$ cat src/rtl/rv32_decode_exec.sv
// RV32I decode/execute slice: decoder, ALU, load extender, branch/next-PC logic and a registered write-back stage.
// Optional macro ILLEGAL_DET_EN adds a registered illegal-opcode flag (illegal_q).
module rv32_decode_exec #(
    parameter int unsigned XLEN = 32
) (
    input  logic            clk,
    input  logic            rst,
    input  logic            stall,
    input  logic [31:0]     instr,
    input  logic [XLEN-1:0] pc,
    input  logic [XLEN-1:0] rs1_data,
    input  logic [XLEN-1:0] rs2_data,
    input  logic [XLEN-1:0] load_data,
    output logic [4:0]      rs1_addr,
    output logic [4:0]      rs2_addr,
    output logic [XLEN-1:0] mem_addr,
    output logic [XLEN-1:0] mem_wdata,
    output logic [1:0]      mem_mode,
    output logic [XLEN-1:0] next_pc,
    output logic [XLEN-1:0] wb_data_q,
    output logic [4:0]      wb_rd_q,
    output logic            wb_en_q
`ifdef ILLEGAL_DET_EN
    ,
    output logic            illegal_q
`endif
);

    localparam int unsigned SHW = 5;

    localparam logic [6:0] OPC_OP     = 7'b0110011;
    localparam logic [6:0] OPC_OP_IMM = 7'b0010011;
    localparam logic [6:0] OPC_LOAD   = 7'b0000011;
    localparam logic [6:0] OPC_STORE  = 7'b0100011;
    localparam logic [6:0] OPC_BRANCH = 7'b1100011;
    localparam logic [6:0] OPC_JALR   = 7'b1100111;
    localparam logic [6:0] OPC_JAL    = 7'b1101111;
    localparam logic [6:0] OPC_AUIPC  = 7'b0010111;
    localparam logic [6:0] OPC_LUI    = 7'b0110111;

    logic [6:0]      opcode;
    logic [2:0]      funct3;
    logic [4:0]      rd;
    logic            is_op, is_opimm, is_load, is_store, is_branch;
    logic            is_jalr, is_jal, is_auipc, is_lui, illegal;
    logic [XLEN-1:0] imm;
    logic [XLEN-1:0] op1, op2;
    logic [2:0]      uop;
    logic            sub_bit;
    logic [SHW-1:0]  shamt;
    logic [XLEN-1:0] sra_res;
    logic [XLEN-1:0] alu_out;
    logic            zero;
    logic            taken;
    logic [XLEN-1:0] pc_plus4;
    logic [XLEN-1:0] load_ext;
    logic [XLEN-1:0] wb_data;
    logic            wb_en;

    assign opcode   = instr[6:0];
    assign funct3   = instr[14:12];
    assign rd       = instr[11:7];
    assign rs1_addr = instr[19:15];
    assign rs2_addr = instr[24:20];

    assign is_op     = (opcode == OPC_OP);
    assign is_opimm  = (opcode == OPC_OP_IMM);
    assign is_load   = (opcode == OPC_LOAD);
    assign is_store  = (opcode == OPC_STORE);
    assign is_branch = (opcode == OPC_BRANCH);
    assign is_jalr   = (opcode == OPC_JALR);
    assign is_jal    = (opcode == OPC_JAL);
    assign is_auipc  = (opcode == OPC_AUIPC);
    assign is_lui    = (opcode == OPC_LUI);
    assign illegal   = ~(is_op | is_opimm | is_load | is_store | is_branch |
                         is_jalr | is_jal | is_auipc | is_lui);

    // Immediate formats, all sign-extended from instr[31]
    always_comb begin
        imm = '0;
        if (is_opimm || is_load || is_jalr)
            imm = {{20{instr[31]}}, instr[31:20]};
        else if (is_store)
            imm = {{20{instr[31]}}, instr[31:25], instr[11:7]};
        else if (is_branch)
            imm = {{19{instr[31]}}, instr[31], instr[7], instr[30:25], instr[11:8], 1'b0};
        else if (is_auipc || is_lui)
            imm = {instr[31:12], 12'b0};
        else if (is_jal)
            imm = {{11{instr[31]}}, instr[31], instr[19:12], instr[20], instr[30:21], 1'b0};
    end

    assign op1 = is_auipc ? pc : rs1_data;
    assign op2 = (is_opimm || is_load || is_store || is_jalr || is_auipc) ? imm : rs2_data;

    // ALU micro-op and subtract/arithmetic-shift select
    always_comb begin
        uop     = 3'b000;
        sub_bit = 1'b0;
        if (is_op) begin
            uop     = funct3;
            sub_bit = instr[30];
        end else if (is_opimm) begin
            uop     = funct3;
            sub_bit = (funct3 == 3'b101) & instr[30];
        end else if (is_branch) begin
            case (funct3[2:1])
                2'b10:   uop = 3'b010;
                2'b11:   uop = 3'b011;
                default: begin
                    uop     = 3'b000;
                    sub_bit = 1'b1;
                end
            endcase
        end
    end

    assign shamt   = op2[SHW-1:0];
    assign sra_res = $signed(op1) >>> shamt;

    always_comb begin
        alu_out = '0;
        case (uop)
            3'b000:  alu_out = sub_bit ? (op1 - op2) : (op1 + op2);
            3'b001:  alu_out = op1 << shamt;
            3'b010:  alu_out = XLEN'($signed(op1) < $signed(op2));
            3'b011:  alu_out = XLEN'(op1 < op2);
            3'b100:  alu_out = op1 ^ op2;
            3'b101:  alu_out = sub_bit ? sra_res : (op1 >> shamt);
            3'b110:  alu_out = op1 | op2;
            default: alu_out = op1 & op2;
        endcase
    end

    assign zero     = (alu_out == '0);
    assign taken    = is_branch & ((funct3[2] ^ funct3[0]) ? ~zero : zero);
    assign pc_plus4 = pc + XLEN'(4);

    always_comb begin
        next_pc = pc_plus4;
        if (is_jal || taken)
            next_pc = pc + imm;
        else if (is_jalr)
            next_pc = {alu_out[XLEN-1:1], 1'b0};
    end

    assign mem_addr  = alu_out;
    assign mem_wdata = rs2_data;

    always_comb begin
        mem_mode = 2'b00;
        if (is_store) begin
            case (funct3)
                3'b000:  mem_mode = 2'b01;
                3'b001:  mem_mode = 2'b10;
                3'b010:  mem_mode = 2'b11;
                default: mem_mode = 2'b00;
            endcase
        end
    end

    always_comb begin
        case (funct3)
            3'b000:  load_ext = {{24{load_data[7]}}, load_data[7:0]};
            3'b001:  load_ext = {{16{load_data[15]}}, load_data[15:0]};
            3'b100:  load_ext = {24'b0, load_data[7:0]};
            3'b101:  load_ext = {16'b0, load_data[15:0]};
            default: load_ext = load_data;
        endcase
    end

    always_comb begin
        wb_data = alu_out;
        if (is_load)
            wb_data = load_ext;
        else if (is_lui)
            wb_data = imm;
        else if (is_jal || is_jalr)
            wb_data = pc_plus4;
    end

    assign wb_en = ~illegal & ~is_store & ~is_branch & (rd != 5'd0);

    // Write-back register: stall holds data/rd and suppresses the enable
    always_ff @(posedge clk or posedge rst) begin
        if (rst) begin
            wb_data_q <= '0;
            wb_rd_q   <= '0;
            wb_en_q   <= 1'b0;
        end else if (stall) begin
            wb_en_q   <= 1'b0;
        end else begin
            wb_data_q <= wb_data;
            wb_rd_q   <= rd;
            wb_en_q   <= wb_en;
        end
    end

`ifdef ILLEGAL_DET_EN
    always_ff @(posedge clk or posedge rst) begin
        if (rst)
            illegal_q <= 1'b0;
        else
            illegal_q <= stall ? 1'b0 : illegal;
    end
`endif

endmodule

$ cat config.mk
export PLATFORM = sky130hd
export DESIGN_NAME = rv32_decode_exec
export DESIGN_NICKNAME = d
export VERILOG_FILES = /design/src/rtl/rv32_decode_exec.sv
export SDC_FILE = /design/constraint.sdc
export NUM_CORES = 1
export LEC_CHECK = 0
export CAP_MARGIN = 10
export CORE_ASPECT_RATIO = 2
export CORE_MARGIN = 3
export CORE_UTILIZATION = 60
export CTS_CLUSTER_DIAMETER = 40
export DETAILED_ROUTE_END_ITERATION = 16
export DONT_BUFFER_PORTS = 1
export PLACE_DENSITY = 0.9
export SYNTH_ARGS = -nofsm -noshare
export SYNTH_HDL_FRONTEND = slang
export SYNTH_SLANG_ARGS = --single-unit
$ cat constraint.sdc
create_clock -name clk -period 9.66 [get_ports clk]
set_input_delay 1.932 -clock clk [delete_from_list [all_inputs] [get_ports clk]]
set_output_delay 1.932 -clock clk [all_outputs]
set_load 0.03 [all_outputs]
==> summary.txt, run 1 <==
Synth
  • Synth cell types: 95
  • Share of the synthesized area in the top cell type: between 10% and 20%
  • Top_reg_cell synth: dfrtp_1
  • Yosys warns: 0
  • Number of synthesized register bits: 38
  • Mapped Area: approximately 15000 um2
  • Yosys top cell by area: ha_1
  • Cells after Synth: roughly 2.2k
  • Mean Syn Cell Area: a little under 7 um2
  • Top-count cell post-synth: nand2_1
  • Number of flops mapped to enable cells by yosys: 0
  • Commonest cells post-synth: nand2_1, nor2_1, a21oi_1, o21ai_0, ha_1
  • Synthesized net count: around 2.5k
  • Post-synthesis sequential area ratio: under 10%
  • Fraction of registers with async set/reset: between 90% and 100%
  • Top cells by area, synth: ha_1, mux2i_1, nand2_1

Floorplanning
  • Top-level I/O count: ~300
  • Row cnt: 81
  • Die width: approximately 120 um
  • Initial core utilization: approximately three fifths
  • Die Span Y: around 230 um

CTS
  • Clock Tree Root: clkbuf_16
  • CTS buffer count: 5
  • CTS H-tree lvls: 2
  • Clock Sinks: 38
  • Clk buf depth: 2

Placed design
  • Port buffer count: 0
  • DP HPWL: around 63000 um
  • Area of placed instances: about 17000 um2
  • RePlAce Congestion: between 1 and 1.5

Outcome
  • Failed at: global routing
  • Run Error: [ERROR GRT-0116] Global routing finished with congestion. Check the congestion regions in the DRC Viewer.
  • Status: stopped before the end

Global routing
  • Global-route wire length before repair: between 150000 and 200000 um
  • Largest net degree at the start of global routing: 72
  • GRT Resource Usage Total: ~76%
  • Overflow after GRT: 102
  • Vias in the first global route: 24.6k
per-stage QoR:
stage | instances | worst slack (ps) | utilization (%)
after detailed placement | 2648 | -615 | 70.4
after floorplan | 2237 | 1.07 | -
after CTS | 2687 | 6.76 | 73.9
after global placement | 2648 | -471 | 70.4
metal layers:
metal / track usage [%] / GRT overflow
met5: 21.5 / 0
met4: 79.2 / 50
met3: 62.0 / 3
met2: 94.0 / 46
met1: 71.4 / 3
logic make-up after synthesis:
| logic type | count (synthesis) | share of synthesized area, % |
|---|---|---|
| AOI/OAI and AO/OA | 773 | 34.0 |
| xor gates and xnor gates | 79 | 4.59 |
| and+or+nand+nor | 724 | 22.0 |
| DFF | 38 | 6.31 |
| adders and majority gates | 132 | 11.1 |
| muxes | 171 | 12.3 |
| buffers and inverters | 320 | 9.74 |
repair_timing:
item | 4_1_cts
endpoints found under the setup margin | 32
hold buffers | 0
gates cloned | 1
setup buffers | 30
gates resized for setup | 87
pin swaps | 41
==> inputs of run 2 (changes only) <==
CORE_ASPECT_RATIO = not set   (was 2)
CORE_UTILIZATION = 40   (was 60)
CTS_CLUSTER_DIAMETER = not set   (was 40)
PLACE_DENSITY = not set   (was 0.9)
PLACE_DENSITY_LB_ADDON = 0.15   (was not set)
clock period = 12.6 ns   (was 9.66 ns; I/O delays follow)
==> summary.txt, run 2 <==
Finish
  • Sequential cell area: approximately 950 um2
  • Design Area, Final: about 16000 um2
  • Commonest non-fill, non-tap cells in the layout: nand2_1, nor2_1, a21oi_1
  • Most common cell after layout, fill and taps aside: nand2_1
  • Largest regs: wb_data_q x32, wb_rd_q x5, wb_en_q x1
  • Largest Register: wb_data_q
  • Fillcell total: between 4k and 5k
  • Largest register FFs: 32
  • Multi-input gate area: roughly 13000 um2
  • Nets: between 2k and 2.5k
  • Layout cells sized above 1: about a tenth
  • Area Growth Syn to Fin: 5.54%

Floorplanning
  • Die width: around 200 um
  • Row cnt: 70
  • Die Span Y: 200 um
  • Top-level I/O count: slightly above 300
  • Total die area: ~40000 um2
  • Core ar.: between 30000 and 40000 um2
  • Initial core utilization: roughly 40%

Synth
  • Top-count cell post-synth: nand2_1
  • Number of synthesized register bits: 38
  • Top cells by area, synth: ha_1, mux2i_1, nand2_1
  • Post-synthesis sequential area ratio: under 10%
  • Number of flops mapped to enable cells by yosys: 0
  • Mean Syn Cell Area: between 6 and 7 um2
  • Commonest cells post-synth: nand2_1, nor2_1, a21oi_1, o21ai_0, ha_1
  • Fraction of registers with async set/reset: 100%
  • Share of the synthesized area in the top cell type: ~11%
  • Synth cell types: 95
  • Yosys warns: 0
  • Top_reg_cell synth: dfrtp_1
  • Mapped Area: 15100 um2
  • Synthesized net count: 2532
  • Cells after Synth: between 2k and 2.5k
  • Yosys top cell by area: ha_1

Drt
  • Pre-antenna DRT Iters: 6
  • Post-DR wirelength/cell: roughly 31 um
  • DR vias/cell: a little under 7
  • ANT nets after route: 0
  • DR vias: between 15k and 20k
  • Final WL: approximately 84000 um
  • DR iter-0 viols: about 2.4k
  • DRC Markers: 0

Power and ir drop
  • Peak supply drop: about 0.054 mV
  • Leak: around 7.0 nW
  • PD cells: between 70 and 80 nW/um2
  • Total power: roughly 1.2 mW

CTS
  • Hold buffers post-CTS: 0
  • CTS H-tree lvls: 2
  • Clock Sinks: 38
  • Clk slew on worst S/H paths: 60 ps
  • Clock Tree Root: clkbuf_16
  • Post-CTS Setup Repair Bufs: 0
  • Clk buf depth: 2
  • Worst-Skew Late Latency: 290 ps
  • CTS buffer count: 5
  • PostCTS Resize Cnt: 0
  • CTS tree: yes

Setup path
  • Setup CP Type: in -> out
  • Critical Path RT: slightly above 10000 ps
  • Critical Path End Type: output pin
  • CP arrival: roughly 9600 ps
  • Worst r2r path cells: 1
  • Crit-path max FO: 32
  • Startpoint class of the critical path: input pin

STA
  • Clock Skew: 0 ps
  • Period utilization: between 90% and 100%
  • Slew margin rel.: between 10% and 20%
  • Max Freq: about 82 MHz
  • Fin crit period: about 12000 ps
  • Final Hold Fails: 0
  • Setup Viol. Count Final: 0
  • Tightest Pin Transition: between 1000 and 1500 ps
  • Worst setup margin: 477 ps
  • Smallest hold slack: roughly 680 ps
  • Setup TNS: 0 ps
  • Final slew viol count: 0
  • RSZ-0062 raised after global routing: false

Global routing
  • GRT Resource Usage Total: 39.4%
  • Largest net degree at the start of global routing: slightly above 70
  • Global-route wire length before repair: 120000 um
  • Vias in the first global route: 16.8k
  • Initial antenna violation count: 8
  • Overflow after GRT: 0

Placed design
  • DP HPWL: 68900 um
  • RePlAce Congestion: ~1.0
  • Port buffer count: 0
  • Area of placed instances: about 16000 um2
  • Dpl ws: ~790 ps

Hold path
  • Hold crit path type: reg -> reg
  • Hold depth: 2

Job
  • Max Cap Violations: 0

Outcome
  • Status: finished, final reports clean
==> run 2: cell counts after synthesis <==
No cell type changed its count.
==> run 2: cell type report <==
type	count	share of cell area (%)
flip-flops and latches	38	5.98
inverters	127	3.00
diodes	9	0.142
clock inverters	3	0.283
well taps	504	3.96
clock buffers	5	0.787
repair buffers	119	5.70
multi-input cells	1879	80.2
==> run 2: path summary, 6_finish.rpt <==
path	startpoint	to	slack, ps
max	instr[2]	next_pc[0]	480
min	wb_data_q[5]$_DFFE_PP0N_	wb_data_q[5]$_DFFE_PP0N_	680
max reg2reg	wb_rd_q[4]$_DFFE_PP0N_	wb_rd_q[4]$_DFFE_PP0N_	11630
min reg2reg	wb_data_q[5]$_DFFE_PP0N_	wb_data_q[5]$_DFFE_PP0N_	680
max in group asynchronous	rst	wb_rd_q[4]$_DFFE_PP0N_	10000
min in group asynchronous	rst	wb_data_q[4]$_DFFE_PP0N_	2240
==> run 2: worst max-delay path: stages <==
cell       delay (ps)
nand4bb_1         340
nor3b_2           660
or3_1             340
nand2_1           120
o21ai_0           280
ha_1              360
nand2b_1          220
a2111oi_0         730
nor3_1            110
a21boi_0          380
a22oi_1           190
xnor2_1           180
nor2_1             50
a2111oi_0         300
a21oi_1           160
or4_1             510
nor4b_2           480
nand4_1           180
or4_1             490
nand3b_1          180
nand2_2            90
buf_12            200
a32o_1            300
buf_4             190
==> run 2: routing by layer <==
layer / up-vias / global-route usage [%] / share of wire [%]
li1: 8058 / - / -
met1: 8796 / 51.9 / 40
met4: 6 / 15.2 / 4.4
met2: 1205 / 64.4 / 45
met3: 173 / 6.71 / 10
met5: - / 0 / 0.045
==> run 2: per-stage QoR <==
| stage | cells | util [%] |
|---|---|---|
| 3_3_place_gp | 2667 | 42.6 |
| 6_report | 2684 | 43.1 |
| 4_1_cts | 2675 | 43.1 |
| 2_1_floorplan | 2237 | - |
| 5_1_grt | 2682 | 43.1 |
| 3_5_place_dp | 2667 | 42.6 |
==> run 2: kinds of logic (layout without fill, tap and decap cells) <==
logic type	Yosys count	after routing	share of synthesized area [%]
AO/OA/AOI/OAI	773	773	34.0
XOR/XNOR	79	79	4.59
adder cells (fa/ha/maj)	132	132	11.1
buffers and inverters	320	254	9.74
flip-flops	38	38	6.31
multiplexers	171	171	12.3
other	0	9	0
AND/OR/NAND/NOR	724	724	22.0
==> run 2: power by group <==
part	switching [mW]	internal [mW]
Combinational	0.544	0.267
Clock	0.0555	0.0934
Sequential	0.0680	0.145
Power figures use the tool's default switching activity.
==> inputs of run 3 (changes only) <==
clock period = 9.8 ns   (was 12.6 ns; I/O delays follow)
==> summary.txt, run 3 (synthesized netlist as in run 2, its figures left out) <==
Finish
  • Fillcell total: between 3k and 4k
  • Commonest non-fill, non-tap cells in the layout: buf_4, nand2_1, nor2_1
  • Nets: roughly 2.7k
  • Sequential cell area: around 950 um2
  • Area Growth Syn to Fin: 24.5%
  • Most common cell after layout, fill and taps aside: buf_4
  • Design Area, Final: approximately 19000 um2
  • Multi-input gate area: between 10000 and 15000 um2
  • Largest Register: wb_data_q
  • Largest regs: wb_data_q x32, wb_rd_q x5, wb_en_q x1
  • Largest register FFs: 32
  • Layout cells sized above 1: between 20% and 30%
  • Finished Core Util: ~51%
  • Final Non-Filler Cells: 2922

Hold path
  • Hold depth: 2
  • Hold crit path type: reg -> reg

Drt
  • DRC Markers: 0
  • ANT nets after route: 0
  • Pre-antenna DRT Iters: 6
  • DR vias/cell: approximately 6.6
  • Post-DR wirelength/cell: 29.8 um
  • DR iter-0 viols: around 2.2k
  • DR vias: between 15k and 20k
  • Final WL: ~87000 um

Setup path
  • Setup CP Type: in -> out
  • Worst path depth: 25
  • Critical Path RT: approximately 7800 ps
  • Crit-path max FO: 6
  • CP arrival: between 7000 and 8000 ps
  • Worst r2r path cells: 1
  • Max incr delay on CP: around 500 ps
  • CP Buf/Inv Count: 6
  • Startpoint class of the critical path: input pin
  • Critical Path End Type: output pin
  • FF-to-FF setup slack: ~9000 ps
  • Critical-path top delay cell: or4_4
  • Delay-heaviest family, CP: simple AND/OR/NAND/NOR gates

Power and ir drop
  • Clock Power Share: 12.9%
  • Sw Share: 53.2%
  • Total power: 1.70 mW
  • Sequential Power Share: between 10% and 20%
  • Int Pwr: 797 uW
  • PD cells: about 91 nW/um2
  • Sw Pwr: roughly 910 uW
  • Leak: around 8.4 nW
  • Comb power frac: a little under three quarters
  • Peak supply drop: roughly 0.077 mV

CTS
  • Clk buf depth: 2
  • CTS tree: yes
  • Clock Tree Root: clkbuf_16
  • Hold buffers post-CTS: 0
  • CTS H-tree lvls: 2
  • Clock Sinks: 38
  • Clk slew on worst S/H paths: ~60 ps
  • Worst-Skew Late Latency: 290 ps
  • CTS buffer count: 5

STA
  • Max Freq: approximately 100 MHz
  • Setup Viol. Count Final: 31
  • Slew margin rel.: between 10% and 20%
  • Fin crit period: about 9900 ps
  • Final slew viol count: 0
  • RSZ-0062 raised after global routing: true
  • Period utilization: 101%
  • Final Hold Fails: 0
  • Clock Skew: 0 ps
  • Tightest Pin Transition: ~1200 ps
  • Worst setup margin: -97.8 ps

Placed design
  • RePlAce Congestion: just over 1
  • Port buffer count: 0
  • Placed cells: 2895
  • Area of placed instances: 18100 um2
  • DP HPWL: 72200 um

Floorplanning
  • Top-level I/O count: between 300 and 400
  • Die width: between 200 and 250 um
  • Initial core utilization: a little over 40%
  • Die Span Y: about 200 um
  • Row cnt: 70
  • Total die area: 40000 um2
  • Core ar.: between 30000 and 40000 um2

Job
  • Max Cap Violations: 0

Outcome
  • Status: finished, violations left
  • Failing checks: negative setup slack

Global routing
  • Overflow after GRT: 0
  • Global-route wire length before repair: between 100000 and 150000 um
  • GRT Resource Usage Total: roughly two fifths
  • Vias in the first global route: ~18k
  • Largest net degree at the start of global routing: 72
  • Initial antenna violation count: 4
## run 3: what timing repair did
action	CTS	global route
cloned	1	1
buffers inserted	5	8
setup endpoints to repair	32	32
pin swaps	11	19
hold endpoints to repair	0	0
gates resized for setup	21	43
## run 3: power by group through the flow
stage	combinational [mW]	sequential (mW)	clock (mW)
floorplan	0.736	0.267	0
global placement	1.15	0.274	0
detailed placement	1.15	0.275	0
CTS	1.16	0.272	0.221
global route	1.27	0.275	0.228
finish	1.21	0.272	0.220
## run 3: through the flow
step | setup TNS, ps | hold WS [ps] | setup WS (ps)
after global routing | -7700 | 696 | -273
final | -2230 | 678 | -97.8
after global placement | -3760 | 668 | -213
after floorplan | 0 | 651 | 2.29
after CTS | -36.2 | 681 | -15.4
after detailed placement | -6740 | 671 | -312
## run 3: tightest hold or removal path: cells and delay by family, from the launching register on
family / cells / cell delay [ps]
flip-flops: 1 / 490
buffers and inverters: 1 / 90
AO/OA/AOI/OAI: 1 / 60
## run 3: final cells by class
cell class	count	share of cell area (%)
inverter	127	2.54
tap	504	3.36
multi-input combinational	1879	72.3
sequential	38	5.07
clock buffer	6	0.740
clock inverter	2	0.320
antenna	4	0.0534
timing repair buffer	362	15.6
## run 3: final timing paths
path                                     startpoint                         to
max in group asynchronous                       rst  wb_data_q[26]$_DFFE_PP0N_
min                        wb_data_q[5]$_DFFE_PP0N_   wb_data_q[5]$_DFFE_PP0N_
max reg2reg                  wb_rd_q[3]$_DFFE_PP0N_     wb_rd_q[3]$_DFFE_PP0N_
max                                        instr[3]                next_pc[12]
min reg2reg                wb_data_q[5]$_DFFE_PP0N_   wb_data_q[5]$_DFFE_PP0N_
min in group asynchronous                       rst   wb_data_q[4]$_DFFE_PP0N_
## run 3: metal layers
layer	up-vias	routed length (um)	global-route usage (%)
li1	8551	-	-
met1	9314	35400	52.5
met2	1215	38200	65.5
met3	241	8420	8.86
met4	2	4940	18.7
met5	-	14	0
